File: config.mk
export PLATFORM = sky130hd
export DESIGN_NAME = lock_ctrl
export DESIGN_NICKNAME = d
export VERILOG_FILES = /design/src/rtl/lock_pkg.sv /design/src/rtl/digit_reg.sv /design/src/rtl/lock_ctrl.sv
export SDC_FILE = /design/constraint.sdc
export NUM_CORES = 1
export LEC_CHECK = 0
export ABC_AREA = 1
export ABC_CLOCK_PERIOD_IN_PS = 2500
export BUFFER_PORTS_ARGS = -buffer_cell sky130_fd_sc_hd__buf_2
export CORE_ASPECT_RATIO = 1.5
export CORE_MARGIN = 4
export CORE_UTILIZATION = 35
export DETAILED_ROUTE_END_ITERATION = 10
export GPL_ROUTABILITY_DRIVEN = 0
export GPL_TIMING_DRIVEN = 0
export PLACE_DENSITY = 0.49
export RECOVER_POWER = 100
export SLEW_MARGIN = 10
export SYNTH_ARGS = -nofsm -noshare
export SYNTH_HDL_FRONTEND = slang
export SYNTH_SLANG_ARGS = --single-unit
File: constraint.sdc
create_clock -name clk -period 2.5 [get_ports clk]
set_input_delay 0 -clock clk [delete_from_list [all_inputs] [get_ports clk]]
set_output_delay 0 -clock clk [all_outputs]
set_load 0.05 [all_outputs]
File: src/rtl/lock_pkg.sv
// Shared types and width helpers for the keypad lock controller.
// Latency: n/a (declarations only).
// Backpressure: n/a.
package lock_pkg;

   localparam int DEF_NDIG = 4;
   localparam int DEF_DW   = 4;
   localparam int CODE_W   = DEF_NDIG * DEF_DW;

   typedef enum logic [2:0] {
      ST_IDLE,
      ST_ENTRY,
      ST_CHECK,
      ST_FAIL,
      ST_OPEN,
      ST_PROG,
      ST_COMMIT,
      ST_LOCKOUT
   } lock_state_t;

   // Bits needed to count 0..n inclusive.
   function automatic int cnt_w(input int n);
      return (n < 1) ? 1 : $clog2(n + 1);
   endfunction

   // Bits needed for a down-counter loaded with (max(a,b) - 1).
   function automatic int tmr_w(input int a, input int b);
      int m;
      m = (a > b) ? a : b;
      return (m < 2) ? 1 : $clog2(m);
   endfunction

endpackage

File: src/rtl/digit_reg.sv
// One code digit: DW-bit register with synchronous clear (priority) and load.
// Latency: q follows d one clock after ld; clr zeroes q one clock later.
// Backpressure: none; ld is accepted every cycle.
// Ports: clk, clr_n (async active-low reset to RST_VAL), clr, ld, d -> q.
module digit_reg
   import lock_pkg::*;
#(
   parameter int            DW      = DEF_DW,
   parameter logic [DW-1:0] RST_VAL = '0
) (
   input  logic          clk,
   input  logic          clr_n,
   input  logic          clr,
   input  logic          ld,
   input  logic [DW-1:0] d,
   output logic [DW-1:0] q
);

   logic [DW-1:0] r_q;

   always_ff @(posedge clk or negedge clr_n) begin
      if (!clr_n) begin
         r_q <= RST_VAL;
      end else if (clr) begin
         r_q <= '0;
      end else if (ld) begin
         r_q <= d;
      end
   end

   assign q = r_q;

endmodule

File: src/rtl/lock_ctrl.sv
// Keypad lock sequencer: collects NDIG digits, checks them against the stored
// code, drives unlock / alarm / err / prog_ok, handles lockout and reprogramming.
// Latency: unlocked or FAIL one clock after the last digit; all outputs registered.
// Backpressure: none; keys arriving in states that do not collect digits are dropped.
// Ports: clk, clr_n (async active-low), key_vld/key, enter, prog in;
//        unlocked, alarm, err, prog_ok, dig_cnt, tries out.
module lock_ctrl
   import lock_pkg::*;
#(
   parameter int                   NDIG        = DEF_NDIG,
   parameter int                   DW          = DEF_DW,
   parameter int                   MAX_TRIES   = 3,
   parameter int                   UNLOCK_CYC  = 8,
   parameter int                   LOCKOUT_CYC = 16,
   parameter logic [NDIG*DW-1:0]   RESET_CODE  = 16'h1234
) (
   input  logic                           clk,
   input  logic                           clr_n,
   input  logic                           key_vld,
   input  logic [DW-1:0]                  key,
   input  logic                           enter,
   input  logic                           prog,
   output logic                           unlocked,
   output logic                           alarm,
   output logic                           err,
   output logic                           prog_ok,
   output logic [$clog2(NDIG+1)-1:0]      dig_cnt,
   output logic [$clog2(MAX_TRIES+1)-1:0] tries
);

   localparam int CW  = cnt_w(NDIG);
   localparam int TW  = cnt_w(MAX_TRIES);
   localparam int TMW = tmr_w(UNLOCK_CYC, LOCKOUT_CYC);
   localparam int KW  = NDIG * DW;

   localparam logic [CW-1:0]  DIG_LAST   = CW'(NDIG - 1);
   localparam logic [TW-1:0]  TRIES_LAST = TW'(MAX_TRIES - 1);
   localparam logic [TMW-1:0] U_LOAD     = TMW'(UNLOCK_CYC - 1);
   localparam logic [TMW-1:0] L_LOAD     = TMW'(LOCKOUT_CYC - 1);

   lock_state_t    r_state;
   logic [CW-1:0]  r_dig_cnt;
   logic [TW-1:0]  r_tries;
   logic [TMW-1:0] r_timer;     // shared by OPEN and LOCKOUT
   logic           r_unlocked;
   logic           r_alarm;
   logic           r_err;
   logic           r_prog_ok;

   logic            w_take_key;
   logic [NDIG-1:0] w_ld_ent;
   logic            w_clr_ent;
   logic            w_ld_code;
   logic [KW-1:0]   w_entry;
   logic [KW-1:0]   w_code;
   logic            w_match;
   logic            w_tmr_zero;

   assign w_match    = (w_entry == w_code);
   assign w_tmr_zero = (r_timer == '0);
   assign w_ld_code  = (r_state == ST_COMMIT);

   // Digits fill from the MS index down, so the slot to load is NDIG-1-dig_cnt.
   always_comb begin
      w_take_key = key_vld && ((r_state == ST_IDLE) || (r_state == ST_ENTRY) ||
                               (r_state == ST_PROG));
      w_ld_ent = '0;
      for (int i = 0; i < NDIG; i++) begin
         w_ld_ent[i] = w_take_key && (r_dig_cnt == CW'(NDIG - 1 - i));
      end
   end

   // Entry is wiped on every path that abandons or consumes it, and on entering
   // PROG so the new code never inherits digits of the opening code.
   always_comb begin
      w_clr_ent = 1'b0;
      case (r_state)
         ST_FAIL:    w_clr_ent = 1'b1;
         ST_COMMIT:  w_clr_ent = 1'b1;
         ST_OPEN:    w_clr_ent = prog || w_tmr_zero;
         ST_PROG:    w_clr_ent = enter && !key_vld;
         ST_LOCKOUT: w_clr_ent = w_tmr_zero;
         default:    w_clr_ent = 1'b0;
      endcase
   end

   for (genvar gi = 0; gi < NDIG; gi++) begin : g_dig
      digit_reg #(
         .DW      (DW),
         .RST_VAL ('0)
      ) u_ent (
         .clk   (clk),
         .clr_n (clr_n),
         .clr   (w_clr_ent),
         .ld    (w_ld_ent[gi]),
         .d     (key),
         .q     (w_entry[gi*DW +: DW])
      );

      digit_reg #(
         .DW      (DW),
         .RST_VAL (RESET_CODE[gi*DW +: DW])
      ) u_code (
         .clk   (clk),
         .clr_n (clr_n),
         .clr   (1'b0),
         .ld    (w_ld_code),
         .d     (w_entry[gi*DW +: DW]),
         .q     (w_code[gi*DW +: DW])
      );
   end

   always_ff @(posedge clk or negedge clr_n) begin
      if (!clr_n) begin
         r_state    <= ST_IDLE;
         r_dig_cnt  <= '0;
         r_tries    <= '0;
         r_timer    <= '0;
         r_unlocked <= 1'b0;
         r_alarm    <= 1'b0;
         r_err      <= 1'b0;
         r_prog_ok  <= 1'b0;
      end else begin
         r_err     <= 1'b0;
         r_prog_ok <= 1'b0;
         case (r_state)
            ST_IDLE: begin
               if (key_vld) begin
                  r_dig_cnt <= CW'(1);
                  r_state   <= (NDIG == 1) ? ST_CHECK : ST_ENTRY;
               end
            end

            ST_ENTRY: begin
               if (key_vld) begin
                  r_dig_cnt <= r_dig_cnt + CW'(1);
                  if (r_dig_cnt == DIG_LAST) r_state <= ST_CHECK;
               end else if (enter) begin
                  // Reaching NDIG digits always leaves ENTRY, so any enter here is short.
                  r_err   <= 1'b1;
                  r_state <= ST_FAIL;
               end
            end

            ST_CHECK: begin
               r_dig_cnt <= '0;
               if (w_match) begin
                  r_tries    <= '0;
                  r_timer    <= U_LOAD;
                  r_unlocked <= 1'b1;
                  r_state    <= ST_OPEN;
               end else if (r_tries == TRIES_LAST) begin
                  r_timer <= L_LOAD;
                  r_alarm <= 1'b1;
                  r_state <= ST_LOCKOUT;
               end else begin
                  r_err   <= 1'b1;
                  r_state <= ST_FAIL;
               end
            end

            ST_FAIL: begin
               r_dig_cnt <= '0;
               r_tries   <= r_tries + TW'(1);
               // Only a short entry can arrive here already at the last allowed try.
               if (r_tries == TRIES_LAST) begin
                  r_timer <= L_LOAD;
                  r_alarm <= 1'b1;
                  r_state <= ST_LOCKOUT;
               end else begin
                  r_state <= ST_IDLE;
               end
            end

            ST_OPEN: begin
               if (prog) begin
                  r_dig_cnt <= '0;
                  r_state   <= ST_PROG;
               end else if (w_tmr_zero) begin
                  r_unlocked <= 1'b0;
                  r_state    <= ST_IDLE;
               end else begin
                  r_timer <= r_timer - TMW'(1);
               end
            end

            ST_PROG: begin
               if (key_vld) begin
                  r_dig_cnt <= r_dig_cnt + CW'(1);
                  if (r_dig_cnt == DIG_LAST) begin
                     r_prog_ok <= 1'b1;
                     r_state   <= ST_COMMIT;
                  end
               end else if (enter) begin
                  r_dig_cnt  <= '0;
                  r_unlocked <= 1'b0;
                  r_state    <= ST_IDLE;
               end
            end

            ST_COMMIT: begin
               r_dig_cnt  <= '0;
               r_unlocked <= 1'b0;
               r_state    <= ST_IDLE;
            end

            ST_LOCKOUT: begin
               if (w_tmr_zero) begin
                  r_alarm   <= 1'b0;
                  r_tries   <= '0;
                  r_dig_cnt <= '0;
                  r_state   <= ST_IDLE;
               end else begin
                  r_timer <= r_timer - TMW'(1);
               end
            end

            default: r_state <= ST_IDLE;
         endcase
      end
   end

   assign unlocked = r_unlocked;
   assign alarm    = r_alarm;
   assign err      = r_err;
   assign prog_ok  = r_prog_ok;
   assign dig_cnt  = r_dig_cnt;
   assign tries    = r_tries;

endmodule

==> metrics.md <==
| Metric | Value |
|---|---|
| Leading cell types in the layout, fill and taps excluded | `136 x nand2_1, 56 x inv_1, 45 x o21ai_0, 43 x dfrtp_1, 31 x nor2_1` |
| Startpoint types | `flop` |
| PwrDens | `1190 nW/µm²` |
| Part of the cycle the worst path needs | `0.788` |
| Clock skew | `0.0111 ns` |
| Net Sw Power | `1580 µW` |
| Slew @ Worst Pin | `1.22 ns` |
| CP peak stage delay | `0.37 ns` |
| Minimum clock period | `1.97 ns` |
| First-pass GRT wire length | `10700 µm` |
| Ys flop type | `dfrtp_1` |
| Slew Limit Fails | `0` |
| Core area | `7270 µm²` |
| Rel. slew slack | `0.188` |
| Pre-CTS WS | `0.634 ns` |
| Kind of critical path | `reg2reg` |
| Largest family of logic cells by synthesized area | `simple AND/OR/NAND/NOR gates` |
| CP cell instances | `inv_1, ha_1, nand3_1, nor2_1, a31oi_1, nand2_1, inv_1, nand2_1, o21ai_0` |
| Final setup viols | `0` |
| CTS Root Cell | `clkbuf_8` |
| Setup repair bufs after CTS | `0` |
| Sw Ratio | `0.450` |
| Post-synthesis simple-gate area fraction | `0.290` |
| Number of synthesized register bits | `48` |
| Vias in the first global route | `2321` |
| HP Class | `in2reg` |
| Die X | `78.9 µm` |
| Mapped Area | `2640 µm²` |
| Final hold violations | `0` |
| Drt drc | `0` |
| Clk network pwr share | `0.159` |
| Status | `finished, final reports clean` |
| Seq pwr share | `0.391` |
| Data arrival, critical path | `2.14 ns` |
| Die ar. | `9020 µm²` |
| Largest net degree at the start of global routing | `49` |
| CTS sink cnt | `48` |
| Internal power | `1930 µW` |
| Initial antenna violation count | `0` |
| Via count | `2253` |
| WL/cell | `12.1 µm` |
| Post-synthesis sequential area ratio | `0.458` |
| Starting Density | `0.363` |
| Post-DP HPWL | `4420 µm` |
| Setup WS post-layout | `0.529 ns` |
| Synth Area in Adders | `0.0332` |
| Port Buf Inserts | `17` |
| Crit end category | `flop` |
| Grt ovf | `0` |
| Area Overhead vs Synth | `11.4%` |
| Wirelength, routed | `5990 µm` |
| Post-Syn Area per Cell | `7.13 µm²` |
| Pre-Repair DR Iteration Count | `4` |
| Synth cell types | `27` |
| Post-CTS sizing | `0` |
| CTS tree | `built` |
| YS warnings | `0` |
| Ys async rst share | `1.00` |
| Max clock buf depth | `2` |
| Max IR drop VDD | `0.569 mV` |
| Top fanout value on the critical path | `6` |
| Vias per cell | `4.54` |
| First DRT Iteration DRCs | `83` |
| Setup TNS | `0 ns` |
| Mapped Cells | `370` |
| Skew-Pair Late Insertion Delay | `0.30 ns` |
| Fin Hold WS | `0.0124 ns` |
| Static Leak | `0.00149 µW` |
| MaxCap Viol Count | `0` |
| # rows | `38` |
| Mux cell area share after synthesis | `0` |
| Global-route usage over all layers | `0.149` |
| EDFF count, synth | `0` |
| Logic pwr share | `0.450` |
| RSZ-0062 raised after global routing | `no` |
| Most common cell after layout, fill and taps aside | `nand2_1` |
| Nets@finish | `411` |
| XOR/XNOR Fraction of Synth Area | `0` |
| Slowest-stage cell, CP | `dfrtp_1` |
| Reg clk slew, reported paths | `0.09 ns` |
| Die H | `114 µm` |
| Fmax | `0.507 GHz` |
| Total I/O pin count | `18` |
| Num CTS Buffers | `5` |
| Final antenna-violating net count | `0` |
| Layout cells sized above 1 | `0.0707` |
| Mapped Nets | `386` |
| Htree depth | `2` |
| Diodes inserted | `0` |
| CP required | `2.67 ns` |
| Post-CTS Hold Buffers | `1` |
| Compound-gate portion of the synthesized area | `0.127` |
==> flip-flops by register name (all words and copies together) (netlist names) <==
| signal | cells |
|---|---|
| g_dig.u_ent.q | 16 |
| r_state | 3 |
| unlocked | 1 |
| tries | 2 |
| r_timer | 4 |
| alarm | 1 |
| prog_ok | 1 |
| g_dig.u_code.q | 16 |
| dig_cnt | 3 |
| err | 1 |
==> final timing paths <==
check / cells after the start / startpoint / endpoint / slack, ns
setup / recovery: 9 / r_timer[0] / g_dig[1].u_ent.q[2] / 0.53
hold / removal: 3 / key_vld / r_state[0] / 0.01
setup reg to reg: 9 / r_timer[0] / g_dig[1].u_ent.q[2] / 0.53
hold reg to reg: 2 / unlocked / unlocked / 0.48
max in group asynchronous: 2 / clr_n / r_timer[0] / 1.27
min in group asynchronous: 2 / clr_n / g_dig[3].u_ent.q[0] / 0.49
==> per-stage QoR <==
stage	instance area, µm²	total power [µW]	utilization	std cells
floorplan	2640	2610	-	370
global placement	2850	2990	0.391	487
detailed placement	2850	3010	0.391	487
CTS	2970	3600	0.408	496
global route	2940	3900	0.404	496
finish	2940	3510	0.404	496
==> synth_stat cells (3+ instances only) <==
cell type | number | area (µm²)
nand2_1 | 135 | 507
inv_1 | 55 | 206
o21ai_0 | 45 | 225
dfrtp_1 | 43 | 1080
nor2_1 | 30 | 113
a21oi_1 | 9 | 45.0
nand3_1 | 9 | 45.0
ha_1 | 7 | 87.6
dfstp_2 | 5 | 131
nor2_2 | 5 | 31.3
inv_2 | 4 | 15.0
nand4_1 | 3 | 18.8
==> cell type report <==
cell class | count | area (µm²)
fillers | 768 | 4340
well taps | 100 | 125
inverters | 59 | 221
flip-flops and latches | 48 | 1210
multi-input cells | 259 | 1170
clock buffers | 6 | 72.6
plain buffers | 4 | 20.0
repair buffers | 18 | 83.8
clock inverters | 2 | 35.0
==> power groups by stage <==
stage,clock [µW],combinational (µW),sequential [µW]
finish,557,1580,1370
global route,610,1860,1420
CTS,586,1640,1370
detailed placement,0,1630,1390
global placement,0,1610,1380
floorplan,0,1100,1510
==> metal layers <==
metal / share of wire / track usage
met5: 0 / 0
met4: 0.012 / 0.0378
met3: 0.016 / 0.0260
met2: 0.54 / 0.282
met1: 0.43 / 0.171
==> cells by family after synthesis <==
group	count (synthesis)
AOI/OAI and AO/OA	63
adders and majority gates	7
buffers and inverters	63
DFF	48
and+or+nand+nor	189
==> worst max-delay path: cells and delay by family (launching register included) <==
kind / cells / cell delay, ns
AND/OR/NAND/NOR: 4 / 0.80
flip-flops: 1 / 0.37
adder cells (fa/ha/maj): 1 / 0.23
buffers and inverters: 2 / 0.26
AO/OA/AOI/OAI: 2 / 0.18
No activity file was read; power rests on OpenSTA's default activity.
